File: src/rtl/hazard_controller_pkg.sv
// ---------------------------------------------------------------------------
// hazard_controller_pkg
//   Shared definitions for the RV32i pipeline hazard controller:
//   result-select encodings, controller FSM states and forwarding selects.
// ---------------------------------------------------------------------------
package hazard_controller_pkg;

   // Result_Src_Sel encodings of the Execute stage (RESULT_MEM marks a load)
   localparam logic [1:0] RESULT_ALU = 2'b00;
   localparam logic [1:0] RESULT_MEM = 2'b01;
   localparam logic [1:0] RESULT_PC4 = 2'b10;

   typedef enum logic [1:0] {
      INIT     = 2'd0,
      RUN      = 2'd1,
      MEM_WAIT = 2'd2
   } hazard_state_t;

   // EX-stage operand forwarding selects
   localparam logic [1:0] FWD_NONE = 2'b00;
   localparam logic [1:0] FWD_W    = 2'b01;
   localparam logic [1:0] FWD_M    = 2'b10;

endpackage

File: src/rtl/hazard_controller_if.sv
// ---------------------------------------------------------------------------
// hazard_controller_if
//   Bundle of the pipeline-side signals seen by the hazard controller.
//   master : pipeline datapath (drives register ids / hazard status,
//            receives stall, flush, forward, fault and counters)
//   slave  : hazard controller
// ---------------------------------------------------------------------------
interface hazard_controller_if;

   // Decode / Execute / Memory / Writeback status
   logic [4:0]  RS1_D;
   logic [4:0]  RS2_D;
   logic [4:0]  RS1_E;
   logic [4:0]  RS2_E;
   logic [4:0]  RD_E;
   logic [1:0]  Result_Src_Sel_E;
   logic        Mispredict_E;
   logic [4:0]  RD_M;
   logic [4:0]  RD_W;
   logic        REG_W_En_M;
   logic        REG_W_En_W;
   logic        MEM_Req_M;
   logic        MEM_Ack;

   // Controller outputs
   logic        Stall_F;
   logic        Stall_D;
   logic        Stall_E;
   logic        Stall_M;
   logic        Flush_D;
   logic        Flush_E;
   logic        Flush_W;
   logic [1:0]  Forward_A_E;
   logic [1:0]  Forward_B_E;
   logic        Mem_Fault;
   logic [31:0] Stall_Count;
   logic [31:0] Flush_Count;

   modport master (
      output RS1_D, RS2_D, RS1_E, RS2_E, RD_E, Result_Src_Sel_E, Mispredict_E,
             RD_M, RD_W, REG_W_En_M, REG_W_En_W, MEM_Req_M, MEM_Ack,
      input  Stall_F, Stall_D, Stall_E, Stall_M, Flush_D, Flush_E, Flush_W,
             Forward_A_E, Forward_B_E, Mem_Fault, Stall_Count, Flush_Count
   );

   modport slave (
      input  RS1_D, RS2_D, RS1_E, RS2_E, RD_E, Result_Src_Sel_E, Mispredict_E,
             RD_M, RD_W, REG_W_En_M, REG_W_En_W, MEM_Req_M, MEM_Ack,
      output Stall_F, Stall_D, Stall_E, Stall_M, Flush_D, Flush_E, Flush_W,
             Forward_A_E, Forward_B_E, Mem_Fault, Stall_Count, Flush_Count
   );

endinterface

File: src/rtl/hazard_controller_forwarding_unit.sv
// ---------------------------------------------------------------------------
// hazard_controller_forwarding_unit
//   Combinational forwarding select for one EX-stage source operand.
//   rs_e        : source register of the operand in Execute
//   rd_m, rd_w  : destinations in Memory / Writeback
//   reg_w_en_m/w: write enables in Memory / Writeback
//   fwd_sel     : FWD_M, FWD_W or FWD_NONE (Memory has priority)
// ---------------------------------------------------------------------------
module hazard_controller_forwarding_unit
   import hazard_controller_pkg::*;
(
   input  logic [4:0] rs_e,
   input  logic [4:0] rd_m,
   input  logic [4:0] rd_w,
   input  logic       reg_w_en_m,
   input  logic       reg_w_en_w,
   output logic [1:0] fwd_sel
);

   // x0 is hard-wired to zero and is never forwarded
   always_comb begin
      fwd_sel = FWD_NONE;
      if (reg_w_en_m && (rd_m != 5'd0) && (rd_m == rs_e)) begin
         fwd_sel = FWD_M;
      end else if (reg_w_en_w && (rd_w != 5'd0) && (rd_w == rs_e)) begin
         fwd_sel = FWD_W;
      end
   end

endmodule

File: src/rtl/hazard_controller.sv
// ---------------------------------------------------------------------------
// hazard_controller
//   Pipeline sequencing controller for the five-stage RV32i core.
//   - post-reset NOP fill (INIT_CYCLES cycles of flush)
//   - load-use stall and branch-mispredict flush
//   - wait / timeout handshake with multi-cycle data memory
//   - EX-stage operand forwarding selects
//   - saturating stall / flush performance counters
//   Ports:
//     CLK : clock, rising edge
//     RST : synchronous active-high reset
//     hz  : hazard_controller_if.slave (all pipeline-side signals)
// ---------------------------------------------------------------------------
module hazard_controller
   import hazard_controller_pkg::*;
#(
   parameter int INIT_CYCLES = 3,   // 1..15
   parameter int MEM_TIMEOUT = 64   // 2..255
) (
   input  logic                CLK,
   input  logic                RST,
   hazard_controller_if.slave  hz
);

   localparam logic [3:0] INIT_LAST = 4'(INIT_CYCLES - 1);
   localparam logic [7:0] WAIT_LAST = 8'(MEM_TIMEOUT - 1);

   function automatic logic [31:0] sat_inc(input logic [31:0] v);
      return (v == 32'hFFFF_FFFF) ? v : v + 32'd1;
   endfunction

   hazard_state_t state, state_nxt;
   logic [3:0]    init_cnt, init_cnt_nxt;
   logic [7:0]    wait_cnt, wait_cnt_nxt;
   logic          fault_nxt;
   logic          mem_fault;
   logic [31:0]   stall_count, flush_count;

   logic          stall_f, stall_d, stall_e, stall_m;
   logic          flush_d, flush_e, flush_w;
   logic          load_use;

   assign load_use = (hz.Result_Src_Sel_E == RESULT_MEM) && (hz.RD_E != 5'd0) &&
                     ((hz.RD_E == hz.RS1_D) || (hz.RD_E == hz.RS2_D));

   always_comb begin
      state_nxt    = state;
      init_cnt_nxt = init_cnt;
      wait_cnt_nxt = wait_cnt;
      fault_nxt    = 1'b0;
      stall_f      = 1'b0;
      stall_d      = 1'b0;
      stall_e      = 1'b0;
      stall_m      = 1'b0;
      flush_d      = 1'b0;
      flush_e      = 1'b0;
      flush_w      = 1'b0;
      case (state)
         INIT: begin
            stall_f      = 1'b1;
            flush_d      = 1'b1;
            flush_e      = 1'b1;
            flush_w      = 1'b1;
            init_cnt_nxt = init_cnt + 4'd1;
            if (init_cnt == INIT_LAST) begin
               state_nxt = RUN;
            end
         end
         RUN: begin
            if (hz.MEM_Req_M && !hz.MEM_Ack) begin
               stall_f      = 1'b1;
               stall_d      = 1'b1;
               stall_e      = 1'b1;
               stall_m      = 1'b1;
               flush_w      = 1'b1;
               wait_cnt_nxt = 8'd1;
               state_nxt    = MEM_WAIT;
            end else if (hz.Mispredict_E) begin
               // the load-use dependent instruction is squashed anyway
               flush_d = 1'b1;
               flush_e = 1'b1;
            end else if (load_use) begin
               stall_f = 1'b1;
               stall_d = 1'b1;
               flush_e = 1'b1;
            end
         end
         MEM_WAIT: begin
            // Hazards upstream are frozen by the stalls and resolved back in RUN
            if (hz.MEM_Ack) begin
               state_nxt = RUN;
            end else begin
               stall_f = 1'b1;
               stall_d = 1'b1;
               stall_e = 1'b1;
               stall_m = 1'b1;
               flush_w = 1'b1;
               if (wait_cnt == WAIT_LAST) begin
                  fault_nxt = 1'b1;
                  state_nxt = RUN;
               end else begin
                  wait_cnt_nxt = wait_cnt + 8'd1;
               end
            end
         end
         default: state_nxt = INIT;
      endcase
   end

   always_ff @(posedge CLK) begin
      if (RST) begin
         state       <= INIT;
         init_cnt    <= 4'd0;
         wait_cnt    <= 8'd0;
         mem_fault   <= 1'b0;
         stall_count <= 32'd0;
         flush_count <= 32'd0;
      end else begin
         state     <= state_nxt;
         init_cnt  <= init_cnt_nxt;
         wait_cnt  <= wait_cnt_nxt;
         mem_fault <= fault_nxt;
         // INIT-phase stalls are fill, not hazards, so they are not counted
         if (stall_f && (state != INIT)) begin
            stall_count <= sat_inc(stall_count);
         end
         if ((state == RUN) && hz.Mispredict_E) begin
            flush_count <= sat_inc(flush_count);
         end
      end
   end

   assign hz.Stall_F     = stall_f;
   assign hz.Stall_D     = stall_d;
   assign hz.Stall_E     = stall_e;
   assign hz.Stall_M     = stall_m;
   assign hz.Flush_D     = flush_d;
   assign hz.Flush_E     = flush_e;
   assign hz.Flush_W     = flush_w;
   assign hz.Mem_Fault   = mem_fault;
   assign hz.Stall_Count = stall_count;
   assign hz.Flush_Count = flush_count;

   hazard_controller_forwarding_unit u_fwd_a (
      .rs_e       (hz.RS1_E),
      .rd_m       (hz.RD_M),
      .rd_w       (hz.RD_W),
      .reg_w_en_m (hz.REG_W_En_M),
      .reg_w_en_w (hz.REG_W_En_W),
      .fwd_sel    (hz.Forward_A_E)
   );

   hazard_controller_forwarding_unit u_fwd_b (
      .rs_e       (hz.RS2_E),
      .rd_m       (hz.RD_M),
      .rd_w       (hz.RD_W),
      .reg_w_en_m (hz.REG_W_En_M),
      .reg_w_en_w (hz.REG_W_En_W),
      .fwd_sel    (hz.Forward_B_E)
   );

endmodule

File: src/flat_wrapper.sv
// flat-port wrapper written by rule: the top's interface ports become plain ports
module hazard_controller_flat import hazard_controller_pkg::*;
#(
   parameter int INIT_CYCLES = 3,           
   parameter int MEM_TIMEOUT = 64            
)
  (CLK, RST, hz_RS1_D, hz_RS2_D, hz_RS1_E, hz_RS2_E, hz_RD_E, hz_Result_Src_Sel_E, hz_Mispredict_E, hz_RD_M, hz_RD_W, hz_REG_W_En_M, hz_REG_W_En_W, hz_MEM_Req_M, hz_MEM_Ack, hz_Stall_F, hz_Stall_D, hz_Stall_E, hz_Stall_M, hz_Flush_D, hz_Flush_E, hz_Flush_W, hz_Forward_A_E, hz_Forward_B_E, hz_Mem_Fault, hz_Stall_Count, hz_Flush_Count);
  hazard_controller_if hz_i ();
  input  logic CLK;
  input  logic RST;
  input wire logic [$bits(hz_i.RS1_D)-1:0] hz_RS1_D;
  input wire logic [$bits(hz_i.RS2_D)-1:0] hz_RS2_D;
  input wire logic [$bits(hz_i.RS1_E)-1:0] hz_RS1_E;
  input wire logic [$bits(hz_i.RS2_E)-1:0] hz_RS2_E;
  input wire logic [$bits(hz_i.RD_E)-1:0] hz_RD_E;
  input wire logic [$bits(hz_i.Result_Src_Sel_E)-1:0] hz_Result_Src_Sel_E;
  input wire logic [$bits(hz_i.Mispredict_E)-1:0] hz_Mispredict_E;
  input wire logic [$bits(hz_i.RD_M)-1:0] hz_RD_M;
  input wire logic [$bits(hz_i.RD_W)-1:0] hz_RD_W;
  input wire logic [$bits(hz_i.REG_W_En_M)-1:0] hz_REG_W_En_M;
  input wire logic [$bits(hz_i.REG_W_En_W)-1:0] hz_REG_W_En_W;
  input wire logic [$bits(hz_i.MEM_Req_M)-1:0] hz_MEM_Req_M;
  input wire logic [$bits(hz_i.MEM_Ack)-1:0] hz_MEM_Ack;
  output wire logic [$bits(hz_i.Stall_F)-1:0] hz_Stall_F;
  output wire logic [$bits(hz_i.Stall_D)-1:0] hz_Stall_D;
  output wire logic [$bits(hz_i.Stall_E)-1:0] hz_Stall_E;
  output wire logic [$bits(hz_i.Stall_M)-1:0] hz_Stall_M;
  output wire logic [$bits(hz_i.Flush_D)-1:0] hz_Flush_D;
  output wire logic [$bits(hz_i.Flush_E)-1:0] hz_Flush_E;
  output wire logic [$bits(hz_i.Flush_W)-1:0] hz_Flush_W;
  output wire logic [$bits(hz_i.Forward_A_E)-1:0] hz_Forward_A_E;
  output wire logic [$bits(hz_i.Forward_B_E)-1:0] hz_Forward_B_E;
  output wire logic [$bits(hz_i.Mem_Fault)-1:0] hz_Mem_Fault;
  output wire logic [$bits(hz_i.Stall_Count)-1:0] hz_Stall_Count;
  output wire logic [$bits(hz_i.Flush_Count)-1:0] hz_Flush_Count;
  assign hz_i.RS1_D = hz_RS1_D;
  assign hz_i.RS2_D = hz_RS2_D;
  assign hz_i.RS1_E = hz_RS1_E;
  assign hz_i.RS2_E = hz_RS2_E;
  assign hz_i.RD_E = hz_RD_E;
  assign hz_i.Result_Src_Sel_E = hz_Result_Src_Sel_E;
  assign hz_i.Mispredict_E = hz_Mispredict_E;
  assign hz_i.RD_M = hz_RD_M;
  assign hz_i.RD_W = hz_RD_W;
  assign hz_i.REG_W_En_M = hz_REG_W_En_M;
  assign hz_i.REG_W_En_W = hz_REG_W_En_W;
  assign hz_i.MEM_Req_M = hz_MEM_Req_M;
  assign hz_i.MEM_Ack = hz_MEM_Ack;
  assign hz_Stall_F = hz_i.Stall_F;
  assign hz_Stall_D = hz_i.Stall_D;
  assign hz_Stall_E = hz_i.Stall_E;
  assign hz_Stall_M = hz_i.Stall_M;
  assign hz_Flush_D = hz_i.Flush_D;
  assign hz_Flush_E = hz_i.Flush_E;
  assign hz_Flush_W = hz_i.Flush_W;
  assign hz_Forward_A_E = hz_i.Forward_A_E;
  assign hz_Forward_B_E = hz_i.Forward_B_E;
  assign hz_Mem_Fault = hz_i.Mem_Fault;
  assign hz_Stall_Count = hz_i.Stall_Count;
  assign hz_Flush_Count = hz_i.Flush_Count;
  hazard_controller #(.INIT_CYCLES(INIT_CYCLES), .MEM_TIMEOUT(MEM_TIMEOUT)) u_core (.CLK(CLK), .RST(RST), .hz(hz_i));
endmodule
File: config.mk
export PLATFORM = sky130hd
export DESIGN_NAME = hazard_controller_flat
export DESIGN_NICKNAME = d
export VERILOG_FILES = /design/src/rtl/hazard_controller_pkg.sv /design/src/rtl/hazard_controller_if.sv /design/src/rtl/hazard_controller_forwarding_unit.sv /design/src/rtl/hazard_controller.sv /design/src/flat_wrapper.sv
export SDC_FILE = /design/constraint.sdc
export NUM_CORES = 1
export LEC_CHECK = 0
export CAP_MARGIN = 30
export CORE_MARGIN = 2
export CORE_UTILIZATION = 29
export CTS_CLUSTER_DIAMETER = 100
export CTS_CLUSTER_SIZE = 30
export DETAILED_ROUTE_END_ITERATION = 8
export PLACE_DENSITY = 0.57
export SYNTH_ARGS = -nofsm -noshare
export SYNTH_HDL_FRONTEND = slang
export SYNTH_SLANG_ARGS = --single-unit
export TNS_END_PERCENT = 100
File: constraint.sdc
create_clock -name CLK -period 5.1 [get_ports CLK]
set_input_delay 1.02 -clock CLK [delete_from_list [all_inputs] [get_ports CLK]]
set_output_delay 1.02 -clock CLK [all_outputs]
set_load 0.005 [all_outputs]
==> results of run 1 <==
-- state kept, by name (all words and copies together) (netlist names) --
signal,cells
u_core.state,2
u_core.hz.Mem_Fault,1
u_core.hz.Stall_Count,32
u_core.wait_cnt,8
u_core.hz.Flush_Count,32
u_core.init_cnt,4
-- per-stage QoR --
step | power, W | area (sq um) | instances | setup WS, ns | util (%)
final | 0.001623 | 6046 | 843 | 0.8254 | 40.22
after global routing | 0.001709 | 6046 | 843 | 0.7068 | 40.22
after CTS | 0.001653 | 6046 | 843 | 0.8257 | 40.22
after detailed placement | 0.0009607 | 5741 | 828 | 0.8257 | 38.19
after global placement | 0.0009548 | 5741 | 828 | 0.8880 | 38.19
after floorplan | 0.0008373 | 4405 | 541 | 1.933 | -
-- final timing paths --
check | start | end | slack [ns] | depth (start not counted)
max | hz_RD_M[0] | hz_Forward_A_E[0] | 0.83 | 6
min reg2reg | u_core.hz.Stall_Count[28] | u_core.hz.Stall_Count[28] | 0.50 | 2
max reg2reg | u_core.hz.Stall_Count[17] | u_core.hz.Stall_Count[23] | 1.88 | 6
min | u_core.hz.Stall_Count[28] | u_core.hz.Stall_Count[28] | 0.50 | 2
-- cell usage after synthesis (2+ instances only) --
cell | n | area [sq um]
ha_1 | 9 | 112.6
or3_1 | 21 | 131.4
dfxtp_1 | 79 | 1582
nor2b_1 | 15 | 93.84
nand4_1 | 34 | 212.7
xor2_1 | 46 | 402.9
or4_1 | 13 | 97.59
buf_2 | 3 | 15.01
clkbuf_1 | 16 | 60.06
nand4b_1 | 2 | 17.52
nand3_1 | 24 | 120.1
and4_1 | 6 | 52.55
buf_4 | 2 | 15.01
and3_1 | 9 | 56.30
nor4b_1 | 2 | 17.52
nand2_1 | 32 | 120.1
o31ai_1 | 6 | 45.04
xnor2_1 | 15 | 131.4
a21oi_1 | 30 | 150.1
and2_1 | 5 | 31.28
nor4_1 | 13 | 81.33
inv_1 | 10 | 37.54
a211oi_1 | 2 | 15.01
nor2_1 | 71 | 266.5
mux2_2 | 11 | 123.9
o21ai_0 | 25 | 125.1
nand2b_1 | 4 | 25.02
nor3_1 | 12 | 60.06
mux2i_1 | 5 | 50.05
o21bai_1 | 3 | 22.52
-- logic make-up (layout without fill, tap and decap cells) --
family / after synthesis / in the layout
and+or+nand+nor: 267 / 267
DFF: 79 / 79
AOI/OAI and AO/OA: 76 / 76
xor gates and xnor gates: 61 / 61
buffers and inverters: 32 / 146
muxes: 17 / 17
adders and majority gates: 9 / 9
-- power by group --
group	total, W	leakage (nW)	internal, W	switching, W
combinational	0.000290	1.21	0.000147	0.000143
sequential	0.000657	0.637	0.000637	0.0000199
clock	0.000677	0.147	0.000427	0.000249
total	0.00162	1.99	0.00121	0.000412
-- area by class of cell --
class | instances | area [sq um] | share of cell area (%)
Multi-Input combinational cell | 430 | 2685 | 44.41
Sequential cell | 79 | 1582 | 26.16
Timing Repair Buffer | 121 | 1201 | 19.87
Clock buffer | 12 | 236.5 | 3.911
Tap cell | 188 | 235.2 | 3.891
Clock inverter | 3 | 68.82 | 1.138
Inverter | 10 | 37.54 | 0.6209
-- routing by layer --
layer	part of all wire, %	routed length [um]	GRT usage, %
met5	0	0	0
met1	46	5428	17.60
met3	4.5	533	4.858
met4	1.3	157	4.072
met2	48	5687	25.08
-- critical path: stages --
cell and delay (ns):
clkdlybuf4s50_1 0.47, or4_1 0.56, o21ai_0 0.22, nor4_1 0.11, nor4_1 0.32, clkdlybuf4s50_1 0.56
==> results.json, run 1 <==
{
  "num_vias": 4281,
  "synthesis.nets": 594,
  "async_flop_share_pct": 0,
  "synth_xor_xnor_area_share_pct": 12.13,
  "first_pass_iters": 4,
  "slew_headroom_pct": 34.06,
  "setup_tns_ns": 0,
  "io_buffers": 119,
  "fmax_ghz": 0.2339,
  "grtUsageTotal_pct": 14.64,
  "grt_pass1_wl_um": 19530,
  "clock_path_buffers": 2,
  "initial_core_util_pct": 29.31,
  "synth_adder_area_share_pct": 2.556,
  "cts_buffers": 9,
  "hold_violations": 0,
  "tightestPinTransition_ns": 0.9832,
  "whs_ns": 0.4980,
  "areaGrowthSynthToFinish_pct": 37.23,
  "dieArea_sq_um": 16190,
  "ant_nets": 0,
  "drt_iter0_markers": 197,
  "cp-end-kind": "output pin",
  "diodes": 0,
  "die_h_um": 127.3,
  "cp_data_arrival_time_ns": 3.25,
  "cts_root_buf": "clkbuf_16",
  "final_cell_mix": "clkdlybuf4s50_1, dfxtp_1, nor2_1",
  "grt_max_degree": 53,
  "postSynthAreaPerCell_sq_um": 8.143,
  "grt_overflow_total": 0,
  "yosys.area_share.simple_pct": 32.15,
  "cp_max_fo": 3,
  "synth_compound_area_share_pct": 9.912,
  "muxShareOfSynthArea_pct": 4.203,
  "worst_hold_path_type": "reg -> reg",
  "die_w_um": 127.3,
  "ctsResizeCount": 0,
  "gp_congestion": 0.8270,
  "synth-edff-count": 0,
  "cts_hold_buf": 0,
  "path_clk_slew_ns": 0.06,
  "synth_top_family_by_area": "simple AND/OR/NAND/NOR gates",
  "pin_count": 120,
  "cts.sinks": 79,
  "slew_viol_final": 0,
  "final.setup_skew_ns": 0.007020,
  "rows": 45,
  "syn_inst": 541,
  "worstSetupPathType": "in -> out",
  "drcViolationCount": 0,
  "core_sq_um": 15030,
  "grt_pass1_vias": 4133,
  "routed_via_density": 5.078,
  "p_per_area_nw_per_um2": 268.5,
  "netlist_area_sq_um": 4405,
  "setup_viol": 0,
  "clock_latency_ns": 0.34,
  "synth_seq_cells": 79,
  "wirelength_um": 11810,
  "ys.flop_type": "dfxtp_1",
  "cp-start-kind": "primary input",
  "rsz0062_at_grt": "false",
  "seq_area_frac_synth_pct": 35.90,
  "routedWlPerCell_um": 14.01,
  "n_fill_cell": 1493,
  "p_leak_nw": 1.994,
  "drive_gt1_share_pct": 4.427,
  "finalCriticalPeriod_ns": 4.275,
  "synthDistinctLibCells": 46,
  "antenna_found_initial": 0,
  "ys_warn_count": 0,
  "layout_commonest_cell": "clkdlybuf4s50_1",
  "status": "completed",
  "hpwl_um": 8708,
  "cap_viol_max_count": 0,
  "cts_tree": "yes",
  "post_cts_buffers": 0,
  "cp_data_required_time_ns": 4.08,
  "ir_drop_v": 0.0002352,
  "cts_max_level": 3,
  "nets": 704,
  "period_share_pct": 83.82
}
Power figures use the tool's default switching activity.
==> run 2: changes to the inputs <==
==> constraint.sdc (replaced) <==
create_clock -name CLK -period 4.5 [get_ports CLK]
set_input_delay 0.9 -clock CLK [delete_from_list [all_inputs] [get_ports CLK]]
set_output_delay 0.9 -clock CLK [all_outputs]
set_load 0.005 [all_outputs]
==> run 2 against run 1 <==
  * Non-clock buffer count up 4
  * Register-to-register slack worse by 0.24 ns
  * Clock-buffer cell count rose by 1
  * Largest cell class unchanged
  * Via count is 0.23% higher
  * Highest routed layer unchanged
==> results.json, run 2 (synthesis gave the netlist of run 1 again) <==
{
  "status": "completed",
  "cts_tree": "yes",
  "drcViolationCount": 0,
  "setup_tns_ns": 0,
  "tightestPinTransition_ns": 1.051,
  "place_inst": 832,
  "cp_data_arrival_time_ns": 3.13,
  "first_pass_iters": 4,
  "ctsResizeCount": 0,
  "ant_nets": 0,
  "cts_root_buf": "clkbuf_16",
  "finalNonFillerCells": 847,
  "clock_path_buffers": 2,
  "nets": 708,
  "p_leak_nw": 2.027,
  "cp_data_required_time_ns": 3.60,
  "slowest_delay_ns": 0.56,
  "antenna_found_initial": 0,
  "initial_core_util_pct": 29.31,
  "grt_max_degree": 55,
  "dieArea_sq_um": 16190,
  "grt_pass1_vias": 4031,
  "path_clk_slew_ns": 0.06,
  "period_share_pct": 89.61,
  "cap_viol_max_count": 0,
  "final.setup_skew_ns": 0.008263,
  "cp_slowest_cell": "or4_1",
  "hold_violations": 0,
  "io_buffers": 119,
  "die_h_um": 127.3,
  "fmax_ghz": 0.2480,
  "cp_max_fo": 3,
  "diodes": 0,
  "crit_chain": "clkdlybuf4s50_1, or4_1, o21ai_0, nor4_1, nor4_1, clkdlybuf4s50_1",
  "cts.sinks": 79,
  "stdcell_area_sq_um": 6100,
  "worstSetupPathType": "in -> out",
  "postPlaceCellArea_sq_um": 5791,
  "pin_count": 120,
  "final_cell_mix": "clkdlybuf4s50_1, dfxtp_1, nor2_1",
  "drive_gt1_share_pct": 5.311,
  "routedWlPerCell_um": 13.74,
  "fin_util_pct": 40.57,
  "slew_headroom_pct": 29.49,
  "gp_congestion": 0.8240,
  "cts_hold_buf": 0,
  "wirelength_um": 11640,
  "routed_via_density": 5.066,
  "drt_iter0_markers": 189,
  "core_sq_um": 15030,
  "clock_latency_ns": 0.34,
  "slew_viol_final": 0,
  "layout_commonest_cell": "clkdlybuf4s50_1",
  "reg2reg_depth": 8,
  "cp-end-kind": "output pin",
  "grt_pass1_wl_um": 19230,
  "ir_drop_v": 0.0001896,
  "worst_hold_path_type": "reg -> reg",
  "hold_depth": 2,
  "cts_buffers": 9,
  "grtUsageTotal_pct": 14.37,
  "finalCriticalPeriod_ns": 4.032,
  "num_vias": 4291,
  "cp-start-kind": "primary input",
  "grt_overflow_total": 0,
  "setup_viol": 0,
  "rows": 45,
  "post_cts_buffers": 0,
  "cts_max_level": 3,
  "areaGrowthSynthToFinish_pct": 38.45,
  "die_w_um": 127.3,
  "hpwl_um": 8647,
  "p_per_area_nw_per_um2": 300.6,
  "rsz0062_at_grt": "false"
}
-- run 2: routing by layer --
metal | GRT usage (%) | vias to the layer above | part of all wire (%)
li1 | - | 2170 | -
met1 | 18.53 | 2012 | 47
met2 | 23.72 | 95 | 47
met3 | 2.889 | 14 | 4.4
met4 | 5.624 | 0 | 1.6
met5 | 0 | - | 0
-- run 2: cell type report --
type | count | area, sq um
well taps | 188 | 235.2
clock buffers | 13 | 270.3
flip-flops and latches | 79 | 1582
inverters | 10 | 37.54
multi-input cells | 430 | 2685
clock inverters | 2 | 38.79
repair buffers | 125 | 1251
fillers | 1511 | 8934
-- run 2: path summary, 6_finish.rpt --
| path | startpoint | endpoint | slack, ns |
|---|---|---|---|
| worst max-delay path | hz_RD_M[0] | hz_Forward_A_E[0] | 0.47 |
| worst min-delay path | u_core.hz.Stall_Count[28] | u_core.hz.Stall_Count[28] | 0.50 |
| worst max register to register | u_core.state[0] | u_core.hz.Stall_Count[29] | 1.64 |
| worst min register to register | u_core.hz.Stall_Count[28] | u_core.hz.Stall_Count[28] | 0.50 |
-- run 2: where the power goes --
part	leakage, nW	switching [W]	internal, W	total (W)
Clock	0.152	0.000283	0.000473	0.000756
Sequential	0.637	0.0000226	0.000722	0.000744
Combinational	1.24	0.000162	0.000171	0.000333
-- run 2: stage by stage --
step | total power [W] | hold slack, ns | worst slack (ns)
3_3_place_gp | 0.001084 | 0.4869 | 0.5262
4_1_cts | 0.001862 | 0.5057 | 0.5002
2_1_floorplan | 0.0009490 | 0.4765 | 1.573
6_report | 0.001833 | 0.5049 | 0.4676
5_1_grt | 0.001929 | 0.5313 | 0.3286
3_5_place_dp | 0.001094 | 0.4945 | 0.5036
-- run 2: worst max-delay path: cells and delay by family --
family / cells / cell delay, ns
AND/OR/NAND/NOR: 3 / 0.97
buffers and inverters: 2 / 1.03
AO/OA/AOI/OAI: 1 / 0.22
